--- config.mk ---
export PLATFORM = sky130hd
export DESIGN_NAME = reg_file_flat
export DESIGN_NICKNAME = d
export VERILOG_FILES = /design/src/rtl/reg_file_if.sv /design/src/rtl/reg_file.sv /design/src/flat_wrapper.sv
export SDC_FILE = /design/constraint.sdc
export NUM_CORES = 2
export LEC_CHECK = 0
export CAP_MARGIN = 5
export CORE_ASPECT_RATIO = 1.4
export CORE_MARGIN = 4
export CORE_UTILIZATION = 45
export CTS_CLUSTER_DIAMETER = 40
export DETAILED_ROUTE_END_ITERATION = 10
export GPL_TIMING_DRIVEN = 0
export SYNTH_ARGS = -nofsm -noshare
export SYNTH_HDL_FRONTEND = slang
export SYNTH_SLANG_ARGS = --single-unit
--- constraint.sdc ---
create_clock -name clk -period 53.1 [get_ports clk]
set_input_delay 10.62 -clock clk [delete_from_list [all_inputs] [get_ports clk]]
set_output_delay 10.62 -clock clk [all_outputs]
set_load 0.02 [all_outputs]
--- src/rtl/reg_file_if.sv ---
// ---------------------------------------------------------------------------
// reg_file_if
//   Bundles the read/write/debug signals of the register file.
//   Signal names follow the register-file datapath naming
//   (readReg1/readReg2/writeReg/...).
//
//   slave  : the register file itself (takes indices and write data,
//            drives read data, debug data and the write counter)
//   master : the datapath / testbench driving it
//
//   Write qualification (there is no valid/ready pair here): a write is
//   "committed" exactly when regWrite=1 and writeReg!=0 at a rising clk
//   edge with reset low. There is no back-pressure, so every qualified
//   write is accepted in the cycle it is presented.
// ---------------------------------------------------------------------------
interface reg_file_if #(
  parameter int DATA_WIDTH = 32,
  parameter int ADDR_WIDTH = 5
);
  logic [ADDR_WIDTH-1:0] readReg1;
  logic [ADDR_WIDTH-1:0] readReg2;
  logic [ADDR_WIDTH-1:0] writeReg;
  logic [DATA_WIDTH-1:0] writeData;
  logic                  regWrite;
  logic [ADDR_WIDTH-1:0] dbgAddr;
  logic [DATA_WIDTH-1:0] readData1;
  logic [DATA_WIDTH-1:0] readData2;
  logic [DATA_WIDTH-1:0] dbgData;
  logic [15:0]           wrCount;

  modport slave (
    input  readReg1, readReg2, writeReg, writeData, regWrite, dbgAddr,
    output readData1, readData2, dbgData, wrCount
  );

  modport master (
    output readReg1, readReg2, writeReg, writeData, regWrite, dbgAddr,
    input  readData1, readData2, dbgData, wrCount
  );
endinterface

--- src/rtl/reg_file.sv ---
// ---------------------------------------------------------------------------
// reg_file
//   2**ADDR_WIDTH x DATA_WIDTH register file with r0 hard-wired to zero,
//   two combinational read ports with write-to-read bypass, a combinational
//   debug read port without bypass, and a saturating count of committed
//   writes.
//
//   Ports:
//     clk   : single clock, all state changes on its rising edge
//     reset : asynchronous, active-high; clears every register and wrCount
//     bus   : reg_file_if.slave (read indices, write index/data/enable,
//             debug index; read data, debug data, write count)
// ---------------------------------------------------------------------------
module reg_file #(
  parameter int DATA_WIDTH = 32,
  parameter int ADDR_WIDTH = 5
) (
  input  logic        clk,
  input  logic        reset,
  reg_file_if.slave   bus
);

  localparam int REG_COUNT = 2 ** ADDR_WIDTH;

  logic [DATA_WIDTH-1:0] regs_q [REG_COUNT];
  logic [DATA_WIDTH-1:0] regs_d [REG_COUNT];
  logic [15:0]           wr_count_q;
  logic [15:0]           wr_count_d;

  // A write to r0 is dropped entirely: no storage update, no count, no bypass.
  logic commit;
  assign commit = bus.regWrite && (bus.writeReg != '0);

  always_comb begin
    regs_d     = regs_q;
    wr_count_d = wr_count_q;
    if (commit) begin
      regs_d[bus.writeReg] = bus.writeData;
      if (wr_count_q != 16'hFFFF) begin
        wr_count_d = wr_count_q + 16'd1;
      end
    end
  end

  // r0 is never loaded (commit excludes index 0), so it stays at its reset
  // value of zero and reads 0 on every port without extra masking.
  always_ff @(posedge clk or posedge reset) begin
    if (reset) begin
      for (int i = 0; i < REG_COUNT; i++) begin
        regs_q[i] <= '0;
      end
      wr_count_q <= '0;
    end else begin
      for (int i = 0; i < REG_COUNT; i++) begin
        regs_q[i] <= regs_d[i];
      end
      wr_count_q <= wr_count_d;
    end
  end

  // Bypass uses only the write-side inputs, so it stays active even while
  // reset holds the storage at zero.
  always_comb begin
    bus.readData1 = regs_q[bus.readReg1];
    bus.readData2 = regs_q[bus.readReg2];
    if (commit && (bus.writeReg == bus.readReg1)) begin
      bus.readData1 = bus.writeData;
    end
    if (commit && (bus.writeReg == bus.readReg2)) begin
      bus.readData2 = bus.writeData;
    end
  end

  // Debug port shows stored state only.
  assign bus.dbgData = regs_q[bus.dbgAddr];
  assign bus.wrCount = wr_count_q;

endmodule

--- src/flat_wrapper.sv ---
// flat-port wrapper written by rule: the top's interface ports become plain ports
module reg_file_flat 
#(
  parameter int DATA_WIDTH = 32,
  parameter int ADDR_WIDTH = 5
)
  (clk, reset, bus_readReg1, bus_readReg2, bus_writeReg, bus_writeData, bus_regWrite, bus_dbgAddr, bus_readData1, bus_readData2, bus_dbgData, bus_wrCount);
  reg_file_if #(.DATA_WIDTH(DATA_WIDTH), .ADDR_WIDTH(ADDR_WIDTH)) bus_i ();
  input  logic clk;
  input  logic reset;
  input wire logic [$bits(bus_i.readReg1)-1:0] bus_readReg1;
  input wire logic [$bits(bus_i.readReg2)-1:0] bus_readReg2;
  input wire logic [$bits(bus_i.writeReg)-1:0] bus_writeReg;
  input wire logic [$bits(bus_i.writeData)-1:0] bus_writeData;
  input wire logic [$bits(bus_i.regWrite)-1:0] bus_regWrite;
  input wire logic [$bits(bus_i.dbgAddr)-1:0] bus_dbgAddr;
  output wire logic [$bits(bus_i.readData1)-1:0] bus_readData1;
  output wire logic [$bits(bus_i.readData2)-1:0] bus_readData2;
  output wire logic [$bits(bus_i.dbgData)-1:0] bus_dbgData;
  output wire logic [$bits(bus_i.wrCount)-1:0] bus_wrCount;
  assign bus_i.readReg1 = bus_readReg1;
  assign bus_i.readReg2 = bus_readReg2;
  assign bus_i.writeReg = bus_writeReg;
  assign bus_i.writeData = bus_writeData;
  assign bus_i.regWrite = bus_regWrite;
  assign bus_i.dbgAddr = bus_dbgAddr;
  assign bus_readData1 = bus_i.readData1;
  assign bus_readData2 = bus_i.readData2;
  assign bus_dbgData = bus_i.dbgData;
  assign bus_wrCount = bus_i.wrCount;
  reg_file #(.DATA_WIDTH(DATA_WIDTH), .ADDR_WIDTH(ADDR_WIDTH)) u_core (.clk(clk), .reset(reset), .bus(bus_i));
endmodule
==> Word-level counts from Yosys, hierarchy flattened <==
Index checks and enable logic that the tools add are counted.
{ "word_totals": {"register_bits": 1040, "in_bits": 55, "out_inout_bits": 112, "elab_cells": 66} }
{ "classes": {"add_sub_neg": 1, "magnitude_cmp": 5, "eq_ne": 3, "mux": 14, "bitwise_logic": 4, "n_reduce_logical": 6} }
{ "ops": {"columns": ["cell", "n"], "rows": [
  ["$bwmux 1024", 1],
  ["$bmux 32 s5", 3],
  ["$mux 32", 9],
  ["$demux 32 s5", 1],
  ["$ge 6x6->1 const B", 4],
  ["$not 5->6", 4],
  ["$add 16x1->16 const B", 1],
  ["$ne 16x16->1 const B", 1],
  ["$eq 5x5->1", 2],
  ["$lt 6x1->1 const B", 1],
  ["$reduce_bool 5->1", 1],
  ["$logic_and 1x1->1", 4],
  ["$reduce_and 2->1", 1]
]} }

==> Logic depth before layout (Yosys ltp) <==
{ "depth": {"ltp_word": 6, "mapped_depth": 9, "mapped_depth_nobuf": 6} }

==> Worst setup path before layout <==
Ideal clock, no wire load.
{ "synth_path": {"kind": "in2out", "start": "in bus_dbgAddr[0]", "end": "out bus_dbgData[10]", "arrival_ns": 12.599, "required_time_ns": 42.480, "slack_ns": 29.881, "path_stages": 5, "path_buffers": 2, "cell_sequence": "buf_2 clkbuf_1 mux4_2 mux4_2 mux2_2"} }
{ "synth_via": {"elab_chain_cells": 4} }
{ "synth_lines": {"columns": ["element", "line_no", "source"], "rows": [
  ["start: declaration", "flat_wrapper.sv:16", "input wire logic [$bits(bus_i.dbgAddr)-1:0] bus_dbgAddr;"],
  ["$not 5->6 (implied by the code)", "reg_file.sv:75", "assign bus.dbgData = regs_q[bus.dbgAddr];"],
  ["$bmux 32 s5", "reg_file.sv:75", null],
  ["$mux 32 (implied by the code) (2 in a row)", "reg_file.sv:75", null],
  ["end: declaration", "flat_wrapper.sv:19", "output wire logic [$bits(bus_i.dbgData)-1:0] bus_dbgData;"]
]} }
No other way between the ends. The select of a mux whose other input is x is not followed.

==> Worst setup path in the final report <==
{ "layout_path": {"start": "in bus_readReg1[4]", "end": "out bus_readData1[29]"} }
{ "layout_via": {"elab_chain_cells": 5, "elab_cells_between_ends": 7, "cone_classes": "eq/ne (1); mux (4); bitwise (1); reduce/logical (1)"} }
{ "layout_lines": {"columns": ["element", "line_no", "source"], "rows": [
  ["start: declaration", "flat_wrapper.sv:11", "input wire logic [$bits(bus_i.readReg1)-1:0] bus_readReg1;"],
  ["$not 5->6 (implied by the code)", "reg_file.sv:64", "bus.readData1 = regs_q[bus.readReg1];"],
  ["$bmux 32 s5", "reg_file.sv:64", null],
  ["$mux 32 (implied by the code) (2 in a row)", "reg_file.sv:64", null],
  ["$mux 32 (*)", "reg_file.sv:66", "if (commit && (bus.writeReg == bus.readReg1)) begin"],
  ["end: declaration", "flat_wrapper.sv:17", "output wire logic [$bits(bus_i.readData1)-1:0] bus_readData1;"]
]} }
Mark *: on every way between the ends. The rest lies on a longest branch, timed or not. The select of a mux whose other input is x is not followed.

==> run summary <==
Violated checks: capacitance limit, slew limit
CTS tree: yes
Crit path time final: 26090 ps
Width of the die: 321.9 um
PostCTS Resize Cnt: 0
Number of CTS-inserted buffers: 144
Ratio of cells with drive above 1 in the final layout: 52.73%
Reg clk slew, reported paths: 60 ps
Async SR Flop Fraction: 100.0%
Full die area: 144000 um2
Syn_area_per_cell: 15.55 um2
Gate count after technology mapping: 3990
Data required time of the worst path: 42480 ps
Cell area after layout: 71680 um2
Pin count of the biggest net entering global routing: 126
Slew at the pin with the worst max-slew slack: 1600 ps
Post-synthesis net count: 4046
RD Place Congestion: 0.9849
Predominant post-synthesis flop cell: dfrtp_1
Count of flip-flops with a built-in enable after synthesis: 0
Sequence of cells on the critical path: clkdlybuf4s50_1 -> clkbuf_1 -> or3_1 -> buf_2 -> clkbuf_1 -> o22ai_1 -> or4_1 -> o21ai_0 -> clkdlybuf4s50_1
Die H: 447.4 um
Final cell utilization of the core: 52.25%
Peak VDD IR: 0.00002346 V
Post-synthesis cell type count: 46
Fin. max-slew vios: 44
Crit share post-route: 49.14%
Critical-path cell with the highest stage delay: clkbuf_1
Unrepaired setup endpoints after global routing: false
Drt initial violations: 6636
CTS Hold Bufs: 0
Via count of the routed design: 46450
Critical-path maximum fanout: 10
Count of placed standard cells including taps: 5975
Headroom to the max-slew limit: -6.642%
Data arrival time at the worst-slack endpoint: 15470 ps
Max incr delay on CP: 1110 ps
Number of design rule violations left after detail routing: 0
Number of failing setup endpoints in the final timing report: 0
I/O Buffers: 154
Nets: 4392
Estimated wirelength of the detail-placed design: 189500 um
# Max-Cap Violations: 5
Synth Warn #: 0
Netlist area before placement: 62060 um2
Number of placed I/O pins: 167
Sequential fraction of the synthesis area: 41.94%
Effective utilization at floorplan: 45.24%
Post-Route Skew: 3.862 ps
Non-filler cells, final: 6255
Min-Delay Path Class: register to register
Iteration count of the initial detailed-routing pass: 6
Vias in the first global route: 45850
Critical Path Source Type: primary input
Number of clock sinks: 1040
Max Clock Freq: 38.32 MHz
Remaining global-route overflow: 0
Power per Cell Area: 38.66 nW/um2
Overall Global Routing Usage: 38.63%
Insertion delay of the later-clocked pin in the worst-skew pair: 800 ps
Number of antenna violations at the first check in global routing: 11
Cell chosen for the clock root: clkbuf_16
Final routed wire length divided by cell count: 44.35 um
Wire length of the first global-routing pass: 376200 um
Accumulated negative setup slack: 0 ps
Maximum buffer depth of the clock tree: 3
WS Path Type: primary input to primary output
Run status: complete, but fails checks
Cell leakage power: 0.02945 uW
Element type at the critical path end: primary output
Hold Vio Cnt, Final: 0
Number of register bits inferred by synthesis: 1040
Final WL: 277400 um
Antenna Nets Post-Route: 0
Routed vias/inst: 7.426
Buffers inserted by post-CTS timing repair: 0
Area growth from synthesis to layout: 15.51%
Deepest level of the CTS H-tree: 4
Core outline area: 137200 um2
Instance area after placement: 66610 um2
Floorplan row count: 161
kinds of logic (layout without fill, tap and decap cells):
group	Yosys count	in the layout	synth area share (%)
other	0	11	0
adders and majority gates	1	1	0.02016
AOI/OAI and AO/OA	322	322	3.153
DFF	1040	1040	41.94
xor gates and xnor gates	25	25	0.3528
and+or+nand+nor	243	243	2.133
buffers and inverters	495	956	3.571
muxes	1864	1864	48.83
cell usage in the layout, fill, tap and decap left out, types with 8 or more instances in the layout:
| cell type | count |
|---|---|
| dfrtp_1 | 1040 |
| mux2_2 | 1027 |
| mux4_2 | 828 |
| o22ai_1 | 248 |
| clkbuf_1 | 223 |
| clkdlybuf4s50_1 | 154 |
| clkbuf_16 | 149 |
| buf_2 | 107 |
| buf_1 | 92 |
| nand2_1 | 91 |
| o21ai_0 | 64 |
| or4_1 | 62 |
| buf_4 | 59 |
| buf_8 | 33 |
| nor2_1 | 30 |
| clkbuf_2 | 28 |
| clkinv_2 | 21 |
| clkbuf_8 | 19 |
| inv_6 | 16 |
| clkinvlp_4 | 14 |
| xnor2_1 | 13 |
| buf_16 | 13 |
| nand3b_1 | 12 |
| xor2_1 | 12 |
| diode_2 | 11 |
| bufinv_16 | 11 |
| nand3_1 | 10 |
| mux2i_1 | 8 |
cells in the mapped netlist, types with 30 or more instances:
library cell  number  area share (%)
mux2_2          1027              19
mux4_2           828              30
buf_4             59            0.71
nand2_1           91            0.55
o22ai_1          248             2.5
dfrtp_1         1040              42
nor2_1            30            0.18
clkbuf_1         230             1.4
o21ai_0           64            0.52
or4_1             62            0.75
buf_1            104            0.63
buf_2             97            0.78
sequential cells by signal, indices dropped and copies added, names as in the netlist:
name                count
u_core.regs_q        1024
u_core.bus.wrCount     16
worst max-delay path, delay by kind of cell:
family,cells,cell delay (ps)
buffers and inverters,5,3180
AOI/OAI and AO/OA,2,940
and+or+nand+nor,2,720
report_power, final:
part / internal (uW) / total [uW] / switching (uW)
clock: 599 / 1000 / 403
sequential: 944 / 1090 / 146
combinational: 392 / 679 / 287
per-layer routing:
layer / part of all wire, % / global-route usage, % / up-vias
li1: - / - / 16810
met1: 33 / 45.09 / 24750
met2: 45 / 58.41 / 3694
met3: 12 / 13.22 / 1190
met4: 10 / 30.56 / 6
met5: 0.014 / 0 / -
final cells by class:
class,instances,area [um2]
diodes,11,27.53
multi-input cells,2455,33820
repair buffers,200,2395
well taps,1793,2243
flip-flops and latches,1040,26030
fillers,11430,65500
clock buffers,187,4061
clock inverters,74,843.3
plain buffers,492,2252
inverters,3,18.77
stage by stage:
stage / worst slack (ps) / hold WS [ps] / power [uW]
2_1_floorplan: 13210 / 458.0 / 1532
3_3_place_gp: -317.6 / 472.8 / 1740
3_5_place_dp: 27230 / 488.2 / 1763
4_1_cts: 27240 / 496.1 / 2757
5_1_grt: 27190 / 519.4 / 2851
6_report: 27010 / 493.7 / 2771
final timing paths:
path,endpoint,slack [ps],cells past startpoint,startpoint
worst max-delay path,bus_readData1[29],27010,9,bus_readReg1[4]
worst min-delay path,u_core.bus.wrCount[10]$_DFFE_PP0P_,490,1,u_core.bus.wrCount[10]$_DFFE_PP0P_
worst max register to register,u_core.bus.wrCount[15]$_DFFE_PP0P_,51000,5,u_core.bus.wrCount[4]$_DFFE_PP0P_
worst min register to register,u_core.bus.wrCount[10]$_DFFE_PP0P_,490,1,u_core.bus.wrCount[10]$_DFFE_PP0P_
max in group asynchronous,u_core.regs_q[28]$_DFFE_PP0P_,40040,6,reset
min in group asynchronous,u_core.regs_q[178]$_DFFE_PP0P_,10270,2,reset
(Power assumes the default switching activity.)
